[src/rtl/tx_dump_arbiter_pkg.sv]
// Shared definitions for the TX dump arbiter: FSM states and frame marker bytes.
package tx_dump_arbiter_pkg;

  typedef enum logic [2:0] {
    StIdle,
    StHdr,
    StTag,
    StAddr,
    StWait,
    StData,
    StTrl
  } arb_state_e;

  localparam logic [7:0] DMP_HDR = 8'hD5;
  localparam logic [7:0] DMP_TAG = 8'hC0;
  localparam logic [7:0] DMP_TRL = 8'h5D;

  // Tag byte announcing the chip select whose entries follow.
  function automatic logic [7:0] tag_byte(input logic [2:0] sel);
    return DMP_TAG | {5'b0, sel};
  endfunction

endpackage

[src/rtl/tx_dump_arbiter_if.sv]
// Bundle of OUTBOX, dump-port and TX-serializer signals seen by the arbiter.
interface tx_dump_arbiter_if;

  logic       i_dump_req;
  logic       i_outbox_empty_n;
  logic [7:0] i_outbox_data;
  logic       o_pop_value;
  logic [2:0] o_dmp_chip_select;
  logic [4:0] o_dmp_fifo_pos;
  logic [7:0] i_dmp_data;
  logic       i_dmp_valid;
  logic       i_tx_busy;
  logic       o_tx_wr;
  logic [7:0] o_tx_data;
  logic       o_dumping;

  modport master (
    input  i_dump_req, i_outbox_empty_n, i_outbox_data, i_dmp_data, i_dmp_valid, i_tx_busy,
    output o_pop_value, o_dmp_chip_select, o_dmp_fifo_pos, o_tx_wr, o_tx_data, o_dumping
  );

  modport slave (
    output i_dump_req, i_outbox_empty_n, i_outbox_data, i_dmp_data, i_dmp_valid, i_tx_busy,
    input  o_pop_value, o_dmp_chip_select, o_dmp_fifo_pos, o_tx_wr, o_tx_data, o_dumping
  );

endinterface

[src/rtl/dump_addr_gen.sv]
// Chip-select / FIFO-position walker for the memory dump sequencer.
module dump_addr_gen #(
  parameter int unsigned N_SEL = 4,
  parameter int unsigned DEPTH = 32
) (
  input  logic       clk,
  input  logic       i_rst,
  input  logic       step,
  input  logic       clear,
  output logic [2:0] sel,
  output logic [4:0] pos,
  output logic       last_pos,
  output logic       last_sel
);

  localparam logic [2:0] LastSel = 3'(N_SEL - 1);
  localparam logic [4:0] LastPos = 5'(DEPTH - 1);

  logic [2:0] sel_q, sel_d;
  logic [4:0] pos_q, pos_d;

  // End-of-row / end-of-frame flags against the configured limits.
  always_comb begin
    last_pos = (pos_q == LastPos);
    last_sel = (sel_q == LastSel);
  end

  // Advance pos, rolling into the next sel; both return to 0 after the last entry.
  always_comb begin
    sel_d = sel_q;
    pos_d = pos_q;
    if (clear) begin
      sel_d = '0;
      pos_d = '0;
    end else if (step) begin
      if (!last_pos) begin
        pos_d = pos_q + 5'd1;
      end else begin
        pos_d = '0;
        sel_d = last_sel ? 3'd0 : sel_q + 3'd1;
      end
    end
  end

  // Counter registers.
  always_ff @(posedge clk or posedge i_rst) begin
    if (i_rst) begin
      sel_q <= '0;
      pos_q <= '0;
    end else begin
      sel_q <= sel_d;
      pos_q <= pos_d;
    end
  end

  assign sel = sel_q;
  assign pos = pos_q;

endmodule

[src/rtl/tx_dump_arbiter.sv]
// Shares the UART-TX serializer between the CPU OUTBOX and the debug dump sequencer.
module tx_dump_arbiter
  import tx_dump_arbiter_pkg::*;
#(
  parameter int unsigned N_SEL = 4,
  parameter int unsigned DEPTH = 32
) (
  input logic               clk,
  input logic               i_rst,
  tx_dump_arbiter_if.master bus
);

  arb_state_e state_q, state_d;
  logic       pending_q, pending_d;
  logic       tx_wr_q, tx_wr_d;
  logic       pop_q, pop_d;
  logic       src_dump_q, src_dump_d;
  logic [7:0] tx_byte_q, tx_byte_d;
  logic [7:0] dmp_byte_q, dmp_byte_d;
  logic       dumping_q, dumping_d;

  logic       tx_free;
  logic       step, clear;
  logic [2:0] sel;
  logic [4:0] pos;
  logic       last_pos, last_sel;

  dump_addr_gen #(
    .N_SEL(N_SEL),
    .DEPTH(DEPTH)
  ) u_addr_gen (
    .clk     (clk),
    .i_rst   (i_rst),
    .step    (step),
    .clear   (clear),
    .sel     (sel),
    .pos     (pos),
    .last_pos(last_pos),
    .last_sel(last_sel)
  );

  // !tx_wr_q covers the cycle before the serializer raises busy.
  assign tx_free = !bus.i_tx_busy && !tx_wr_q;

  // Arbitration and dump sequencing.
  always_comb begin
    state_d    = state_q;
    pending_d  = pending_q;
    tx_wr_d    = 1'b0;
    pop_d      = 1'b0;
    src_dump_d = src_dump_q;
    tx_byte_d  = tx_byte_q;
    dmp_byte_d = dmp_byte_q;
    dumping_d  = dumping_q;
    step       = 1'b0;
    clear      = 1'b0;

    // Requests while a frame is in flight are dropped.
    if (bus.i_dump_req && (state_q == StIdle) && !dumping_q) begin
      pending_d = 1'b1;
    end

    unique case (state_q)
      StIdle: begin
        // Only reachable with dumping_q set during the trailer write cycle.
        if (dumping_q) begin
          dumping_d = 1'b0;
        end
        if (tx_free) begin
          // Dump outranks the OUTBOX so a saturated OUTBOX cannot starve it.
          if (pending_q) begin
            state_d   = StHdr;
            pending_d = 1'b0;
            dumping_d = 1'b1;
            clear     = 1'b1;
          end else if (bus.i_outbox_empty_n) begin
            pop_d      = 1'b1;
            tx_wr_d    = 1'b1;
            src_dump_d = 1'b0;
          end
        end
      end
      StHdr: begin
        if (tx_free) begin
          tx_wr_d    = 1'b1;
          src_dump_d = 1'b1;
          tx_byte_d  = DMP_HDR;
          state_d    = StTag;
        end
      end
      StTag: begin
        if (tx_free) begin
          tx_wr_d    = 1'b1;
          src_dump_d = 1'b1;
          tx_byte_d  = tag_byte(sel);
          state_d    = StAddr;
        end
      end
      StAddr: begin
        // Gives the dump port one cycle with the new address before valid is sampled.
        state_d = StWait;
      end
      StWait: begin
        if (bus.i_dmp_valid) begin
          dmp_byte_d = bus.i_dmp_data;
          state_d    = StData;
        end
      end
      StData: begin
        if (tx_free) begin
          tx_wr_d    = 1'b1;
          src_dump_d = 1'b1;
          tx_byte_d  = dmp_byte_q;
          step       = 1'b1;
          if (!last_pos) begin
            state_d = StAddr;
          end else if (!last_sel) begin
            state_d = StTag;
          end else begin
            state_d = StTrl;
          end
        end
      end
      StTrl: begin
        if (tx_free) begin
          tx_wr_d    = 1'b1;
          src_dump_d = 1'b1;
          tx_byte_d  = DMP_TRL;
          state_d    = StIdle;
        end
      end
      default: state_d = StIdle;
    endcase
  end

  // State and output registers; reset abandons any partial frame.
  always_ff @(posedge clk or posedge i_rst) begin
    if (i_rst) begin
      state_q    <= StIdle;
      pending_q  <= 1'b0;
      tx_wr_q    <= 1'b0;
      pop_q      <= 1'b0;
      src_dump_q <= 1'b0;
      tx_byte_q  <= '0;
      dmp_byte_q <= '0;
      dumping_q  <= 1'b0;
    end else begin
      state_q    <= state_d;
      pending_q  <= pending_d;
      tx_wr_q    <= tx_wr_d;
      pop_q      <= pop_d;
      src_dump_q <= src_dump_d;
      tx_byte_q  <= tx_byte_d;
      dmp_byte_q <= dmp_byte_d;
      dumping_q  <= dumping_d;
    end
  end

  // OUTBOX bytes pass straight through in the pop cycle; dump bytes come from tx_byte_q.
  always_comb begin
    bus.o_tx_data = 8'h00;
    if (tx_wr_q) begin
      bus.o_tx_data = src_dump_q ? tx_byte_q : bus.i_outbox_data;
    end
  end

  assign bus.o_tx_wr           = tx_wr_q;
  assign bus.o_pop_value       = pop_q;
  assign bus.o_dumping         = dumping_q;
  assign bus.o_dmp_chip_select = sel;
  assign bus.o_dmp_fifo_pos    = pos;

endmodule
[src/flat_wrapper.sv]
// flat-port wrapper written by rule: the top's interface ports become plain ports
module tx_dump_arbiter_flat import tx_dump_arbiter_pkg::*;
#(
  parameter int unsigned N_SEL = 4,
  parameter int unsigned DEPTH = 32
)
  (clk, i_rst, bus_i_dump_req, bus_i_outbox_empty_n, bus_i_outbox_data, bus_i_dmp_data, bus_i_dmp_valid, bus_i_tx_busy, bus_o_pop_value, bus_o_dmp_chip_select, bus_o_dmp_fifo_pos, bus_o_tx_wr, bus_o_tx_data, bus_o_dumping);
  tx_dump_arbiter_if bus_i ();
  input logic clk;
  input logic i_rst;
  input wire logic [$bits(bus_i.i_dump_req)-1:0] bus_i_dump_req;
  input wire logic [$bits(bus_i.i_outbox_empty_n)-1:0] bus_i_outbox_empty_n;
  input wire logic [$bits(bus_i.i_outbox_data)-1:0] bus_i_outbox_data;
  input wire logic [$bits(bus_i.i_dmp_data)-1:0] bus_i_dmp_data;
  input wire logic [$bits(bus_i.i_dmp_valid)-1:0] bus_i_dmp_valid;
  input wire logic [$bits(bus_i.i_tx_busy)-1:0] bus_i_tx_busy;
  output wire logic [$bits(bus_i.o_pop_value)-1:0] bus_o_pop_value;
  output wire logic [$bits(bus_i.o_dmp_chip_select)-1:0] bus_o_dmp_chip_select;
  output wire logic [$bits(bus_i.o_dmp_fifo_pos)-1:0] bus_o_dmp_fifo_pos;
  output wire logic [$bits(bus_i.o_tx_wr)-1:0] bus_o_tx_wr;
  output wire logic [$bits(bus_i.o_tx_data)-1:0] bus_o_tx_data;
  output wire logic [$bits(bus_i.o_dumping)-1:0] bus_o_dumping;
  assign bus_i.i_dump_req = bus_i_dump_req;
  assign bus_i.i_outbox_empty_n = bus_i_outbox_empty_n;
  assign bus_i.i_outbox_data = bus_i_outbox_data;
  assign bus_i.i_dmp_data = bus_i_dmp_data;
  assign bus_i.i_dmp_valid = bus_i_dmp_valid;
  assign bus_i.i_tx_busy = bus_i_tx_busy;
  assign bus_o_pop_value = bus_i.o_pop_value;
  assign bus_o_dmp_chip_select = bus_i.o_dmp_chip_select;
  assign bus_o_dmp_fifo_pos = bus_i.o_dmp_fifo_pos;
  assign bus_o_tx_wr = bus_i.o_tx_wr;
  assign bus_o_tx_data = bus_i.o_tx_data;
  assign bus_o_dumping = bus_i.o_dumping;
  tx_dump_arbiter #(.N_SEL(N_SEL), .DEPTH(DEPTH)) u_core (.clk(clk), .i_rst(i_rst), .bus(bus_i));
endmodule
[config.mk]
export PLATFORM = sky130hd
export DESIGN_NAME = tx_dump_arbiter_flat
export DESIGN_NICKNAME = d
export VERILOG_FILES = /design/src/rtl/tx_dump_arbiter_pkg.sv /design/src/rtl/tx_dump_arbiter_if.sv /design/src/rtl/dump_addr_gen.sv /design/src/rtl/tx_dump_arbiter.sv /design/src/flat_wrapper.sv
export SDC_FILE = /design/constraint.sdc
export NUM_CORES = 1
export LEC_CHECK = 0
export BUFFER_PORTS_ARGS = -buffer_cell sky130_fd_sc_hd__buf_2
export CORE_MARGIN = 3
export CORE_UTILIZATION = 30
export CTS_CLUSTER_DIAMETER = 50
export DETAILED_ROUTE_END_ITERATION = 10
export PLACE_DENSITY = 0.62
export SLEW_MARGIN = 20
export SYNTH_ARGS = -nofsm -noshare
export SYNTH_HDL_FRONTEND = slang
export SYNTH_SLANG_ARGS = --single-unit
[constraint.sdc]
create_clock -name clk -period 1.88 [get_ports clk]
set_clock_uncertainty 0.05 [all_clocks]
set_input_delay 0.188 -clock clk [delete_from_list [all_inputs] [get_ports clk]]
set_output_delay 0.188 -clock clk [all_outputs]
set_load 0.01 [all_outputs]
==> impl.org <==
** Run status
- The run finished with clean final reports.

** Global routing
- Entering global routing, the biggest net connects 33 pins.
- Total global routing overflow :: 0
- Across every metal layer, demand over resource in global routing totals 12.7%.
- First-pass GRT wire length :: 7130 µm
- Antenna violations before repair :: 0
- The via count of the first global-routing pass was 1485.

** Clock tree
- Buffer levels on the longest clock path :: 2
- CTS root buffer :: sky130_fd_sc_hd__clkbuf_8
- After clock tree synthesis, the clock-pin slew on the worst setup and hold paths is 70 ps.
- Counting the buffers created by CTS gives 5.
- Clock latency on the worst-skew pair, taken at its later pin, is 280 ps.
- TritonCTS built the clock tree.
- Setup Fix Bufs, Post-CTS :: 0
- Clock tree sinks :: 32
- Htree depth :: 2

** STA
- In this run the tightest slew margin relative to its limit is 68.6%.
- The worst path needs 1800 ps of the cycle, external delays included.
- Period Utilization, post-route :: 95.6%
- The hold violation count in the final report is 0.
- Final hold analysis gives a worst-case slack of 76.3 ps.
- The number of slew-limit violations in the final report came to 0.
- Setup violations remaining at the end of the flow were counted as 0.
- For the pin with the worst max-slew slack, the measured transition is 471 ps.
- Worst-case setup margin in the final layout :: 82.5 ps
- Fmax :: 556 MHz

** Yosys
- After synthesis the netlist holds a flip-flop and latch count of 32.
- After synthesis, flip-flops and latches occupy 44.7% of the total area.
- Leading post-synthesis cells by cell area :: sky130_fd_sc_hd__dfrtp_1 45%, sky130_fd_sc_hd__mux2i_1 7.3%, sky130_fd_sc_hd__mux2_2 6.9%
- During synthesis, Yosys emitted a total of 0 warnings.
- Distinct cell type count of the synthesized netlist :: 38
- In this run the biggest area consumer among cell types represents 44.7% of the synthesized area.
- Synth Instances :: 167
- Summed over all instances, the cell type with the most area after synthesis is sky130_fd_sc_hd__dfrtp_1.
- The number of nets in the synthesized netlist is 196.
- Mean Syn Cell Area :: 10.7 µm²
- The synthesized netlist occupies a cell area of 1790 µm².

** Cells and area
- Layout Cells excl Fill :: 293
- The sequential cells in the finished layout cover a total of 801 µm².
- Fraction of layout instances using a drive strength above 1 :: 37.6%
- Counting the fill cells in the layout gives 561.
- The number of antenna diodes in the final layout is 0.
- The library cell used most frequently in the layout, excluding fill and tap cells, is sky130_fd_sc_hd__buf_2.
- Multi-input gate area in the final layout :: 942 µm²
- The area growth from synthesis to layout is 26.8%.
- Layout Utilization :: 40.2%
- Top library cells by usage in the layout, fill and taps aside :: 40 x sky130_fd_sc_hd__buf_2, 32 x sky130_fd_sc_hd__dfrtp_1, 14 x sky130_fd_sc_hd__buf_4
- Nets :: 249

** Floorplan
- From left edge to right edge, the die measures 83.3 µm.
- The total area inside the core boundary comes to 5640 µm².
- Row Count :: 27
- Die area :: 6930 µm²
- Effective utilization at floorplan :: 31.7%
- The floorplan step set the die height to 83.3 µm.
- Boundary pin count :: 41

** Worst setup path
- Start-to-end type of the worst setup path :: flip-flop to flip-flop
- Data on the critical path is required at its endpoint by 2050 ps.
- STA classifies the critical path endpoint as a flip-flop.
- At the worst endpoint, the arrival time is 1960 ps.
- Crit path max fanout :: 7
- Startpoint class of the critical path :: flip-flop

** Run
- Max-cap violations in this run came to 0.

** Power
- Part of the total power dissipated in sequential elements :: 36.2%
- In this run the power density over the cells is 1340 nW/µm².
- Leakage component of the power :: 1.09 nW
- VDD sags by at most 0.512 mV.
- Of the total power, combinational logic draws 46.4%.
- Per report_power, the clock group accounts for 17.3% of the total.
- Internal portion of total power :: 1.88 mW
- For this design the total switching power over the nets is 1.16 mW.
- In this run switching power makes up 38.3% of total power.

** Detailed routing
- Once detail routing completed, the nets flagged for antenna violations numbered 0.
- Initial DRT Pass Iterations :: 4
- In the final routed layout, each cell accounts on average for 14.0 µm.
- DRT iter0 DRCs :: 40
- For this block, the via count after detailed routing is 1450.
- Total routed wirelength :: 4110 µm
- Vias per cell :: 4.95
- After detailed routing, the number of remaining DRC violations is 0.

** Placed design
- Count of buffers inserted at the top-level ports :: 40
- RD Place Congestion :: 0.780
- After legalization and detailed placement, the total HPWL measured 3050 µm.
- Including well taps, the total number of placed cells is 284.
- Post-placement worst setup slack :: 47.5 ps

** Hold path
- The tightest min-delay check is of the input pin to flip-flop type.
critical path, stage by stage, from the launching register on:
cell and delay, ps:
sky130_fd_sc_hd__dfrtp_1 370, sky130_fd_sc_hd__ha_2 190, sky130_fd_sc_hd__and3_1 200, sky130_fd_sc_hd__ha_4 170, sky130_fd_sc_hd__inv_1 70, sky130_fd_sc_hd__or4_1 540, sky130_fd_sc_hd__a21oi_2 140
Yosys cell counts:
cell / instances
sky130_fd_sc_hd__a21oi_1: 12
sky130_fd_sc_hd__buf_6: 1
sky130_fd_sc_hd__o41ai_1: 1
sky130_fd_sc_hd__a41oi_1: 1
sky130_fd_sc_hd__nor3b_1: 1
sky130_fd_sc_hd__mux2_2: 11
sky130_fd_sc_hd__a31oi_1: 5
sky130_fd_sc_hd__dfrtp_1: 32
sky130_fd_sc_hd__nand3b_1: 3
sky130_fd_sc_hd__a2111oi_4: 1
sky130_fd_sc_hd__nor2b_1: 12
sky130_fd_sc_hd__a21o_1: 1
sky130_fd_sc_hd__or4b_1: 1
sky130_fd_sc_hd__a21boi_0: 1
sky130_fd_sc_hd__buf_4: 1
sky130_fd_sc_hd__o21ai_0: 7
sky130_fd_sc_hd__nand3_1: 6
sky130_fd_sc_hd__mux2_4: 1
sky130_fd_sc_hd__nand4bb_4: 1
sky130_fd_sc_hd__o2bb2ai_1: 1
sky130_fd_sc_hd__ha_1: 7
sky130_fd_sc_hd__nor2_1: 8
sky130_fd_sc_hd__or3_1: 2
sky130_fd_sc_hd__a2bb2oi_1: 1
sky130_fd_sc_hd__nand2b_1: 3
sky130_fd_sc_hd__or4_1: 2
sky130_fd_sc_hd__and3_1: 3
sky130_fd_sc_hd__o211ai_1: 1
sky130_fd_sc_hd__nor4_1: 1
sky130_fd_sc_hd__clkbuf_1: 5
sky130_fd_sc_hd__buf_2: 2
sky130_fd_sc_hd__inv_1: 9
sky130_fd_sc_hd__o22ai_2: 1
sky130_fd_sc_hd__o21a_1: 1
sky130_fd_sc_hd__mux2i_1: 13
sky130_fd_sc_hd__nand2_1: 6
sky130_fd_sc_hd__o31a_1: 1
sky130_fd_sc_hd__o221ai_2: 1
flip-flops by register name, indices dropped and copies added (netlist names):
register	count
u_core.u_addr_gen.sel	3
u_core.dmp_byte_q	8
u_core.bus.o_dumping	1
u_core.u_addr_gen.pos	5
u_core.tx_byte_q	8
u_core.pending_q	1
u_core.src_dump_q	1
u_core.bus.o_tx_wr	1
u_core.bus.o_pop_value	1
u_core.state_q	3
per-layer routing:
layer	vias to the layer above	share of wire [%]	GRT usage (%)
met3	6	6.0	4.46
li1	708	-	-
met1	693	47	17.2
met5	-	0	0
met4	0	1.3	4.01
met2	43	46	19.1
power groups by stage:
stage / sequential, mW / clock (mW) / combinational (mW)
detailed placement: 1.11 / 0 / 1.39
floorplan: 1.04 / 0 / 1.02
global placement: 1.11 / 0 / 1.37
global route: 1.14 / 0.590 / 1.59
finish: 1.10 / 0.527 / 1.41
CTS: 1.10 / 0.550 / 1.41
per-stage QoR:
step	setup TNS, ps	area (µm²)	power, mW
6_report	0	2270	3.04
5_1_grt	-20.4	2270	3.32
4_1_cts	0	2240	3.06
3_5_place_dp	0	2140	2.50
3_3_place_gp	0	2140	2.48
2_1_floorplan	0	1790	2.06
repair_timing:
| item | 4_1_cts | 5_1_grt |
|---|---|---|
| hold buffers | 1 | 0 |
| endpoints found under the hold margin | 32 | 0 |
| endpoints found under the setup margin | 0 | 8 |
| resized for setup | 0 | 7 |
logic make-up (layout without fill, tap and decap cells):
| kind of cell | count (synthesis) | in the layout | synth area share, % |
|---|---|---|---|
| and+or+nand+nor | 49 | 49 | 16.6 |
| DFF | 32 | 32 | 44.7 |
| muxes | 25 | 25 | 15.0 |
| AOI/OAI and AO/OA | 36 | 36 | 14.3 |
| adders and majority gates | 7 | 7 | 4.89 |
| buffers and inverters | 18 | 72 | 4.54 |
final timing paths:
kind / slack [ps] / cells after the start / end / startpoint
setup / recovery: 80 / 6 / u_core.u_addr_gen.sel[0] / u_core.u_addr_gen.pos[0]
setup reg to reg: 80 / 6 / u_core.u_addr_gen.sel[0] / u_core.u_addr_gen.pos[0]
min in group asynchronous: 470 / 4 / u_core.dmp_byte_q[7] / i_rst
hold / removal: 80 / 2 / u_core.dmp_byte_q[7] / bus_i_dmp_data[7]
hold reg to reg: 450 / 1 / u_core.bus.o_dumping / u_core.bus.o_dumping
max in group asynchronous: 1000 / 4 / u_core.state_q[2] / i_rst
cell type report:
type                       instances  share of cell area (%)
clock inverter                     3                   0.827
multi-input combinational        117                    41.5
sequential                        32                    35.3
clock buffer                       5                    3.03
tap                               72                    3.97
timing repair buffer              55                    13.9
inverter                           9                    1.49
Note: power is estimated with default switching activity, not from simulation.
